===== config.mk =====
export PLATFORM = sky130hd
export DESIGN_NAME = song_recorder
export DESIGN_NICKNAME = d
export VERILOG_FILES = /design/src/rtl/song_pkg.sv /design/src/rtl/dur_counter.sv /design/src/rtl/song_recorder.sv
export SDC_FILE = /design/constraint.sdc
export NUM_CORES = 1
export LEC_CHECK = 0
export ABC_AREA = 0
export BUFFER_PORTS_ARGS = -buffer_cell sky130_fd_sc_hd__buf_2
export CAP_MARGIN = 20
export CORE_AREA = 3 3 77 97
export CTS_CLUSTER_DIAMETER = 80
export DETAILED_ROUTE_END_ITERATION = 10
export DIE_AREA = 0 0 80 100
export PLACE_DENSITY = 0.61
export SLEW_MARGIN = 20
export SYNTH_ARGS = -nofsm -noshare
export SYNTH_HDL_FRONTEND = slang
export SYNTH_SLANG_ARGS = --single-unit

===== constraint.sdc =====
create_clock -name clk -period 5.9 [get_ports clk]
set_clock_uncertainty 0.15 [all_clocks]
set_input_delay 0.295 -clock clk [delete_from_list [all_inputs] [get_ports clk]]
set_output_delay 0.295 -clock clk [all_outputs]
set_load 0.05 [all_outputs]

===== src/rtl/song_pkg.sv =====
// Shared song-memory definitions used by song_recorder and song_reader:
// recorder state encoding, entry field positions and the entry packer.
package song_pkg;

    localparam int SONG_ENTRIES = 32;
    localparam int ADV_BIT      = 15;
    localparam int NOTE_HI      = 11;
    localparam int NOTE_LO      = 6;
    localparam int DUR_HI       = 5;
    localparam int DUR_LO       = 0;

    // Last slot of a song; always holds the terminator once a take fills up.
    localparam logic [4:0] LAST_INDEX = 5'(SONG_ENTRIES - 1);

    typedef enum logic [2:0] {
        IDLE    = 3'd0,
        GAP     = 3'd1,
        HOLD    = 3'd2,
        WR_REST = 3'd3,
        WR_NOTE = 3'd4,
        WR_END  = 3'd5
    } rec_state_e;

    function automatic logic [15:0] make_entry(input logic       adv,
                                               input logic [5:0] note,
                                               input logic [5:0] dur);
        logic [15:0] e;
        e                  = 16'd0;
        e[ADV_BIT]         = adv;
        e[NOTE_HI:NOTE_LO] = note;
        e[DUR_HI:DUR_LO]   = dur;
        return e;
    endfunction

endpackage


===== src/rtl/dur_counter.sv =====
// Saturating beat counter; o_dur_inc previews the count with this cycle's
// beat applied so the caller can act on it in the same cycle.
module dur_counter #(
    parameter int MAX_DUR = 63
) (
    input  logic       clk,
    input  logic       reset,
    input  logic       i_clr,
    input  logic       i_count,
    output logic [5:0] o_dur_inc
);

    localparam logic [5:0] MAX_V = 6'(MAX_DUR);

    logic [5:0] r_dur;

    // Next count: one more on a beat, held at the ceiling.
    always_comb begin
        o_dur_inc = r_dur;
        if (i_count && (r_dur < MAX_V)) begin
            o_dur_inc = r_dur + 6'd1;
        end else begin
            o_dur_inc = r_dur;
        end
    end

    // Count register with synchronous clear.
    always_ff @(posedge clk) begin
        if (!reset) begin
            r_dur <= 6'd0;
        end else if (i_clr) begin
            r_dur <= 6'd0;
        end else begin
            r_dur <= o_dur_inc;
        end
    end

endmodule


===== src/rtl/song_recorder.sv =====
// Records key presses into song memory as {advance, note, duration} entries,
// inserting rests between notes and closing each take with a terminator.
module song_recorder
    import song_pkg::*;
#(
    parameter int MAX_DUR = 63
) (
    input  logic        clk,
    input  logic        reset,
    input  logic        record_button,
    input  logic [1:0]  song,
    input  logic        beat,
    input  logic        key_press,
    input  logic [5:0]  key_note,
    input  logic        key_release,
    output logic        wr_en,
    output logic [6:0]  wr_addr,
    output logic [15:0] wr_data,
    output logic        recording,
    output logic        full,
    output logic [5:0]  entry_count
);

    localparam logic [5:0] MAX_V = 6'(MAX_DUR);

    rec_state_e  r_state;
    logic [1:0]  r_song;
    logic [4:0]  r_index;
    logic [5:0]  r_note;
    logic        r_first_key;
    logic        r_cont;
    logic        r_stop;
    logic        r_full;
    logic [5:0]  r_entry_count;
    logic        r_wr_en;
    logic [6:0]  r_wr_addr;
    logic [15:0] r_wr_data;
    logic        r_recording;

    rec_state_e  w_state_nxt;
    logic [1:0]  w_song_nxt;
    logic [4:0]  w_index_nxt;
    logic [5:0]  w_note_nxt;
    logic        w_first_key_nxt;
    logic        w_cont_nxt;
    logic        w_stop_nxt;
    logic        w_full_nxt;
    logic        w_cnt_clr;
    logic        w_dur_clr;
    logic        w_dur_cnt;
    logic [5:0]  w_dur_inc;
    logic        w_wr_en_nxt;
    logic [15:0] w_wr_data_nxt;

    dur_counter #(.MAX_DUR(MAX_DUR)) u_dur (
        .clk       (clk),
        .reset     (reset),
        .i_clr     (w_dur_clr),
        .i_count   (w_dur_cnt),
        .o_dur_inc (w_dur_inc)
    );

    // Next-state and bookkeeping; record_button outranks key events, and
    // write states ignore every input.
    always_comb begin
        w_state_nxt     = r_state;
        w_song_nxt      = r_song;
        w_index_nxt     = r_index;
        w_note_nxt      = r_note;
        w_first_key_nxt = r_first_key;
        w_cont_nxt      = r_cont;
        w_stop_nxt      = r_stop;
        w_full_nxt      = r_full;
        w_cnt_clr       = 1'b0;
        w_dur_clr       = 1'b0;
        w_dur_cnt       = 1'b0;
        case (r_state)
            IDLE: begin
                if (record_button) begin
                    w_song_nxt      = song;
                    w_index_nxt     = 5'd0;
                    w_first_key_nxt = 1'b0;
                    w_cont_nxt      = 1'b0;
                    w_stop_nxt      = 1'b0;
                    w_full_nxt      = 1'b0;
                    w_cnt_clr       = 1'b1;
                    w_dur_clr       = 1'b1;
                    w_state_nxt     = GAP;
                end else begin
                    w_state_nxt = IDLE;
                end
            end
            GAP: begin
                w_dur_cnt = beat;
                if (record_button) begin
                    w_state_nxt = WR_END;
                end else if (key_press) begin
                    w_note_nxt = key_note;
                    if (r_first_key && (w_dur_inc != 6'd0)) begin
                        w_state_nxt = WR_REST;
                    end else begin
                        // Silence before the first key is never recorded.
                        w_dur_clr       = 1'b1;
                        w_first_key_nxt = 1'b1;
                        w_state_nxt     = HOLD;
                    end
                end else begin
                    w_state_nxt = GAP;
                end
            end
            HOLD: begin
                w_dur_cnt = beat;
                if (record_button) begin
                    if (w_dur_inc != 6'd0) begin
                        w_stop_nxt  = 1'b1;
                        w_cont_nxt  = 1'b0;
                        w_state_nxt = WR_NOTE;
                    end else begin
                        w_state_nxt = WR_END;
                    end
                end else if (key_release) begin
                    w_cont_nxt  = 1'b0;
                    w_state_nxt = WR_NOTE;
                end else if (w_dur_inc == MAX_V) begin
                    w_cont_nxt  = 1'b1;
                    w_state_nxt = WR_NOTE;
                end else begin
                    w_state_nxt = HOLD;
                end
            end
            WR_REST: begin
                w_index_nxt = r_index + 5'd1;
                w_dur_clr   = 1'b1;
                if (w_index_nxt == LAST_INDEX) begin
                    w_full_nxt  = 1'b1;
                    w_state_nxt = WR_END;
                end else begin
                    w_state_nxt = HOLD;
                end
            end
            WR_NOTE: begin
                w_index_nxt = r_index + 5'd1;
                w_dur_clr   = 1'b1;
                w_cont_nxt  = 1'b0;
                if (w_index_nxt == LAST_INDEX) begin
                    w_full_nxt  = 1'b1;
                    w_state_nxt = WR_END;
                end else if (r_stop) begin
                    w_state_nxt = WR_END;
                end else if (r_cont) begin
                    w_state_nxt = HOLD;
                end else begin
                    w_state_nxt = GAP;
                end
            end
            WR_END: begin
                w_stop_nxt  = 1'b0;
                w_state_nxt = IDLE;
            end
            default: begin
                w_state_nxt = IDLE;
            end
        endcase
    end

    // Entry word for the write state being entered; dur already holds this beat.
    always_comb begin
        w_wr_en_nxt   = 1'b0;
        w_wr_data_nxt = 16'd0;
        case (w_state_nxt)
            WR_REST: begin
                w_wr_en_nxt   = 1'b1;
                w_wr_data_nxt = make_entry(1'b1, 6'd0, w_dur_inc);
            end
            WR_NOTE: begin
                w_wr_en_nxt   = 1'b1;
                w_wr_data_nxt = make_entry(1'b1, w_note_nxt, w_dur_inc);
            end
            WR_END: begin
                w_wr_en_nxt   = 1'b1;
                w_wr_data_nxt = make_entry(1'b0, 6'd0, 6'd0);
            end
            default: begin
                w_wr_en_nxt   = 1'b0;
                w_wr_data_nxt = 16'd0;
            end
        endcase
    end

    // State, take bookkeeping and registered memory-write outputs.
    always_ff @(posedge clk) begin
        if (!reset) begin
            r_state       <= IDLE;
            r_song        <= 2'd0;
            r_index       <= 5'd0;
            r_note        <= 6'd0;
            r_first_key   <= 1'b0;
            r_cont        <= 1'b0;
            r_stop        <= 1'b0;
            r_full        <= 1'b0;
            r_entry_count <= 6'd0;
            r_wr_en       <= 1'b0;
            r_wr_addr     <= 7'd0;
            r_wr_data     <= 16'd0;
            r_recording   <= 1'b0;
        end else begin
            r_state       <= w_state_nxt;
            r_song        <= w_song_nxt;
            r_index       <= w_index_nxt;
            r_note        <= w_note_nxt;
            r_first_key   <= w_first_key_nxt;
            r_cont        <= w_cont_nxt;
            r_stop        <= w_stop_nxt;
            r_full        <= w_full_nxt;
            r_entry_count <= w_cnt_clr ? 6'd0 : (r_entry_count + {5'd0, w_wr_en_nxt});
            r_wr_en       <= w_wr_en_nxt;
            r_wr_addr     <= w_wr_en_nxt ? {w_song_nxt, w_index_nxt} : 7'd0;
            r_wr_data     <= w_wr_data_nxt;
            r_recording   <= (w_state_nxt != IDLE);
        end
    end

    assign wr_en       = r_wr_en;
    assign wr_addr     = r_wr_addr;
    assign wr_data     = r_wr_data;
    assign recording   = r_recording;
    assign full        = r_full;
    assign entry_count = r_entry_count;

endmodule


==> flow_summary.toml, run 1 <==
[run_status]
status = "finished, final reports clean"

[clock_tree]
clk_latency_ns = 0.31
cts_tree = "built"
ctsResizeCount = 0
clkSinkCount = 54
cts_hold_buffers = 0
post-cts-setup-buffer-count = 0
htree_levels = 2
cts.clk_slew.worst_paths_ns = 0.11
clockBufferDepth = 2
numCtsBuffers = 5
cts-root-buf = "clkbuf_8"

[logic_synthesis]
yosysMostFrequentCell = "dfxtp_1"
synth_edf_count = 0
synth_cells = 286
synth_top_family_by_area = "simple AND/OR/NAND/NOR gates"
synth_common_cells = "dfxtp_1, nor2_1, nand2_1"
seq_area_frac_synth = 0.427
muxShareOfSynthArea = 0.0474
yosys.area.top_type = "dfxtp_1"
postSynth.asyncResetShare = 0
ys.warnings.count = 0
synth.ff_latch_count = 54
synth-compound-area-share = 0.135
yosys.area_share.xor_xnor = 0.0311
synth_top_cell_area_share = 0.427
post_synth.cell_area_avg_um2 = 8.85
synth_fa_ha_area_frac = 0.0247
ys_types = 53
synth_area_um2 = 2530
ys_top_cells_by_area = "dfxtp_1, nor2_1, mux2i_1"
synthFlopType = "dfxtp_1"
synth_simple_gate_area_frac = 0.290

[sta]
rsz0062_at_grt = "false"
setup_viol = 0
hold_viol = 0
fin_ws_ns = 2.05
setup_tns_ns = 0
relSlewSlack = 0.547
max_freq_ghz = 0.260
final.period_utilization = 0.652
min_period_ns = 3.85
maxSlewViolCount = 0
tightest_slew_ns = 0.676

[grt]
antenna_found_initial = 0
grt_usage = 0.146
grt_pass1_vias = 2001
gr-total-overflow = 0
grt_pass1_wl_mm = 9.46
grt_max_degree = 24

[placement]
place_area_um2 = 2780
dpl.cell_count = 401
gp_congestion = 0.859
io_buffers = 42
place_ws_ns = 2.10
dpl.hpwl_mm = 4.04

[layout]
fin_area_um2 = 2880
insertedDiodeCount = 0
area_growth_pct = 13.6
drive_above_1_share = 0.183
nets = 340
final_cells = 409

[routing]
avgRoutedWirePerCell_um = 13.4
vias = 2089
drcViolationCount = 0
drt_pass1_iterations = 4
vias_per_cell = 5.11
ant_nets = 0
routed_wirelength_mm = 5.48
first_iter_violations = 75

[setup_path]
end_kind = "flop"
path_class = "reg -> reg"
cp.arrival_ns = 3.90
start_kind = "flop"
cp.required_ns = 5.95
critPathMaxFanout = 9

[power_and_ir_drop]
p_per_area_nw_per_um2 = 240
swShare = 0.294
p_int_uw = 489
power_frac_comb = 0.130
switching_power_uw = 203
p_total_uw = 692
ir_drop_uv = 182
leakage_nw = 1.25
clock_power_share = 0.320
seqPwrFrac = 0.550

[floorplan]
die_x_um = 80
io_pins = 46
start_util = 0.383
dieArea_um2 = 8000
die_h_um = 100
coreArea_um2 = 6610
rows = 33

[job]
max_cap_viol_count = 0

[worst_hold_path]
hold_class = "in -> reg"
## registers in the layout, indices dropped and copies added (netlist names), 2 cells and up
register,flops
r_state,3
wr_addr,7
wr_data,13
r_song,2
u_dur.r_dur,6
r_index,5
r_note,6
entry_count,6
## logic make-up (layout without fill, tap and decap cells)
logic type | after synthesis | after routing
flip-flops | 54 | 54
AND/OR/NAND/NOR | 135 | 135
multiplexers | 12 | 12
AO/OA/AOI/OAI | 46 | 46
XOR/XNOR | 9 | 9
other | 1 | 3
buffers and inverters | 24 | 58
adder cells (fa/ha/maj) | 5 | 5
## stage by stage
stage / utilization / hold WS, ns
detailed placement: 0.421 / 0.310
floorplan: - / 0.289
global route: 0.436 / 0.131
finish: 0.436 / 0.114
global placement: 0.421 / 0.302
CTS: 0.436 / 0.106
## per-layer routing
metal  part of all wire  GRT usage
met5                  0          0
met4              0.011     0.0377
met3              0.051     0.0350
met2               0.49      0.247
met1               0.44      0.185
## placed cells by master (no fill, tap or decap), drive strengths merged, types with 4 or more instances in the layout
cell type	n
inv	9
clkbuf	5
ha	5
and3	10
a21oi	10
o21ai	13
xnor2	5
nand3	13
buf	42
nor2	41
dfxtp	54
nand2	14
nor2b	13
nand2b	7
nor3	7
xor2	4
nor3b	13
mux2i	12
## worst paths after layout
path	startpoint	endpoint	slack [ns]	depth (start not counted)
max	u_dur.r_dur[0]$_SDFF_PP0_	entry_count[5]$_SDFF_PP0_	2.05	13
min reg2reg	r_first_key$_SDFFE_PN0P_	r_first_key$_SDFFE_PN0P_	0.33	2
max reg2reg	u_dur.r_dur[0]$_SDFF_PP0_	entry_count[5]$_SDFF_PP0_	2.05	13
min	key_note[5]	r_note[5]$_SDFF_PN0_	0.11	3
## power groups by stage
| stage | combinational [mW] | clock [mW] | sequential [mW] |
|---|---|---|---|
| 2_1_floorplan | 0.0635 | 0 | 0.395 |
| 3_3_place_gp | 0.0902 | 0 | 0.389 |
| 3_5_place_dp | 0.0913 | 0 | 0.389 |
| 4_1_cts | 0.0913 | 0.229 | 0.381 |
| 5_1_grt | 0.0996 | 0.243 | 0.382 |
| 6_report | 0.0900 | 0.221 | 0.381 |
## cell type report
cell class | instances | area (µm²)
fillers | 702 | 3730
inverters | 8 | 30.0
multi-input cells | 210 | 1350
well taps | 87 | 109
clock inverters | 3 | 28.8
flip-flops and latches | 54 | 1080
repair buffers | 42 | 210
clock buffers | 5 | 68.8
## critical path, stage by stage, from the launching register on
cell and delay, ns:
dfxtp_1 0.51, ha_1 0.36, nand3_1 0.23, o211ai_1 0.47
nor3_1 0.08, a31oi_1 0.25, nand3_1 0.22, a2111oi_4 0.64
nor2_1 0.09, ha_1 0.22, and3_1 0.21, nand3_1 0.10
xor2_1 0.15, nor2_1 0.06
(Power assumes the default switching activity.)
==> inputs of run 2 (changes only) <==
--- a/config.mk
+++ b/config.mk
@@ -5,14 +5,14 @@
 export SDC_FILE = /design/constraint.sdc
 export NUM_CORES = 1
 export LEC_CHECK = 0
-export ABC_AREA = 0
+export ABC_AREA = 1
 export BUFFER_PORTS_ARGS = -buffer_cell sky130_fd_sc_hd__buf_2
 export CAP_MARGIN = 20
-export CORE_AREA = 3 3 77 97
+export CORE_AREA = 3 3 75 94
 export CTS_CLUSTER_DIAMETER = 80
 export DETAILED_ROUTE_END_ITERATION = 10
-export DIE_AREA = 0 0 80 100
-export PLACE_DENSITY = 0.61
+export DIE_AREA = 0 0 78 97
+export PLACE_DENSITY = 0.62
 export SLEW_MARGIN = 20
 export SYNTH_ARGS = -nofsm -noshare
 export SYNTH_HDL_FRONTEND = slang
==> constraint.sdc (replaced) <==
create_clock -name clk -period 4 [get_ports clk]
set_clock_uncertainty 0.15 [all_clocks]
set_input_delay 0.2 -clock clk [delete_from_list [all_inputs] [get_ports clk]]
set_output_delay 0.2 -clock clk [all_outputs]
set_load 0.05 [all_outputs]
==> run 2 against run 1 <==
- design area shrank 2.8%
- worst setup slack worse by 0.97 ns
- maximum frequency increased by 32%
- via count down 3.4%
- critical path type unchanged
- critical endpoint is now entry_count[4]$_SDFF_PP0_
- largest power group unchanged
- highest routed layer unchanged
==> flow_summary.toml, run 2 <==
[run_status]
status = "finished, final reports clean"

[placement]
io_buffers = 42
dpl.hpwl_mm = 3.77
gp_congestion = 0.855
place_area_um2 = 2680

[sta]
min_period_ns = 2.92
maxSlewViolCount = 0
hold_viol = 0
setup_viol = 0
final.period_utilization = 0.730
relSlewSlack = 0.619
setup_tns_ns = 0
tightest_slew_ns = 0.569
max_freq_ghz = 0.342
rsz0062_at_grt = "false"

[floorplan]
coreArea_um2 = 6250
die_x_um = 78
io_pins = 46
die_h_um = 97
rows = 32
start_util = 0.387
dieArea_um2 = 7570

[setup_path]
end_kind = "flop"
slowest_delay_ns = 0.43
rrSetupSlack_ns = 1.08
critPathMaxFanout = 9
cp.required_ns = 4.04
crit_slowest_cell = "dfxtp_1"
r2r_start = "u_dur.r_dur[0]$_SDFF_PP0_"
r2r_cells = 22
path_class = "reg -> reg"
r2r-end = "entry_count[4]$_SDFF_PP0_"
path_cells = "ha_1, nand2_1, inv_1, nand2_2, nand3_4, nand2_1, nand2_1, nand2_1, inv_1, nand3_2, nand2_2, nand2_2, nand2_4, nand2_2, nand2_4, nand2_4, ha_1, ha_1, nand2_1, nor2_1, xnor2_1, nor2_1"
critPathLaunch = "u_dur.r_dur[0]$_SDFF_PP0_"
cp.arrival_ns = 2.96
crit_path_frequent_cell = "nand2_1"
start_kind = "flop"

[layout]
nets = 381
fin_area_um2 = 2800
drive_above_1_share = 0.204
largest_reg_flops = 13
mostFrequentLayoutCell = "nor2_1"
layout_common_cells = "nor2_1, dfxtp_1, nand2_1, buf_2, inv_1"
area_growth_pct = 15.7
insertedDiodeCount = 0
fin_util = 0.448

[grt]
grt_pass1_vias = 1989
antenna_found_initial = 0
grt_max_degree = 17
gr-total-overflow = 0
grt_pass1_wl_mm = 8.58
grt_usage = 0.139

[power_and_ir_drop]
p_total_mw = 1.12
ir_drop_uv = 242
p_per_area_nw_per_um2 = 399
p_int_uw = 797
seqPwrFrac = 0.509
clock_power_share = 0.316
switching_power_uw = 320
swShare = 0.286
power_frac_comb = 0.175
leakage_nw = 1.35

[logic_synthesis]
seq_area_frac_synth = 0.447
ys.warnings.count = 0
yosysMostFrequentCell = "nor2_1"
synth_cells = 316
synth_common_cells = "nor2_1, dfxtp_1, nand2_1"
synth_area_um2 = 2420
synthFlopType = "dfxtp_1"
synth.ff_latch_count = 54
yosys.area.top_type = "dfxtp_1"
post_synth.cell_area_avg_um2 = 7.65
postSynth.asyncResetShare = 0
synth_edf_count = 0
synth_top_cell_area_share = 0.447
ys_types = 28
ys_top_cells_by_area = "dfxtp_1, nor2_1, nand2_1"

[routing]
wl_met3_um = 236
wl_met1_mm = 2.15
vias_per_cell = 4.51
dr_wl_met2_mm = 2.37
drt_pass1_iterations = 6
avgRoutedWirePerCell_um = 10.8
routed_wirelength_mm = 4.85
drcViolationCount = 0
vias = 2017
dr.max_layer_used = "met4"
first_iter_violations = 91
ant_nets = 0

[worst_hold_path]
min_path_cells = 3
worstHoldEndpoint = "r_song[1]$_SDFF_PN0_"
hold_class = "in -> reg"
worstHoldStart = "song[1]"

[clock_tree]
clockBufferDepth = 2
clk_latency_ns = 0.30
cts-root-buf = "clkbuf_8"
clkSinkCount = 54
htree_levels = 2
cts_tree = "built"
cts.clk_slew.worst_paths_ns = 0.09
numCtsBuffers = 5

[job]
max_cap_viol_count = 0
## run 2: cell types whose count changed after synthesis, moves of 4 or more
cell and change:
clkbuf_1 -8, nor3_1 +4, nand2_4 +6, nand2b_1 -7
nor2b_1 -13, nand2_2 +9, nand2_1 +39, mux2i_1 -11
nor3b_1 -11, and3_1 -8, inv_1 +32, nand4_1 +5
nor2_1 +25
## run 2: logic make-up (layout without fill, tap and decap cells)
family	Yosys count	in the layout	share of synthesized area
AOI/OAI and AO/OA	27	27	0.0606
xor gates and xnor gates	7	7	0.0254
adders and majority gates	5	5	0.0259
buffers and inverters	50	94	0.0937
DFF	54	54	0.447
muxes	1	1	0.00414
other	1	3	0.00155
and+or+nand+nor	171	171	0.341
## run 2: layer usage
metal / up-vias / global-route usage
li1: 1084 / -
met1: 879 / 0.163
met2: 47 / 0.241
met3: 7 / 0.0345
met4: 0 / 0.0511
met5: - / 0
## run 2: cell type report
type	count	area, µm²
clock inverters	2	38.8
clock buffers	5	68.8
inverters	44	165
multi-input cells	214	1120
well taps	85	106
repair buffers	43	220
flip-flops and latches	54	1080
fillers	679	3450
## run 2: how the worst max path moves through the flow
stage                                      to  slack, ns  cells past startpoint
floorplan           entry_count[4]$_SDFF_PP0_       1.34                     22
CTS                 entry_count[4]$_SDFF_PP0_       1.08                     22
global route        entry_count[5]$_SDFF_PP0_       0.76                     20
global placement    entry_count[4]$_SDFF_PP0_       1.17                     22
detailed placement  entry_count[4]$_SDFF_PP0_       1.08                     22
finish              entry_count[4]$_SDFF_PP0_       1.08                     22
## run 2: stage by stage
stage	cells	worst slack, ns	hold WS, ns
3_5_place_dp	439	1.08	0.299
3_3_place_gp	439	1.17	0.287
6_report	447	1.08	0.0291
4_1_cts	447	1.08	0.0213
2_1_floorplan	318	1.34	0.214
5_1_grt	447	0.756	0.0397
## run 2: repair_timing
item | in CTS | in global routing
endpoints found under the hold margin | 1 | 0
gates resized for setup | 0 | 0
hold buffers | 1 | 0
buffers inserted | 0 | 0
## run 2: critical path: cells and delay by family, from the launching register on
| family | cells | cell delay [ns] |
|---|---|---|
| flops | 1 | 0.43 |
| xor+xnor | 1 | 0.12 |
| buf+inv | 2 | 0.18 |
| simple gates | 16 | 1.31 |
| fa+ha+maj | 3 | 0.63 |
## run 2: power groups by stage
stage | Sequential, mW | Clock [mW] | Combinational, mW
floorplan | 0.604 | 0 | 0.135
global placement | 0.581 | 0 | 0.194
detailed placement | 0.582 | 0 | 0.195
CTS | 0.569 | 0.370 | 0.197
global route | 0.571 | 0.385 | 0.221
finish | 0.569 | 0.353 | 0.195
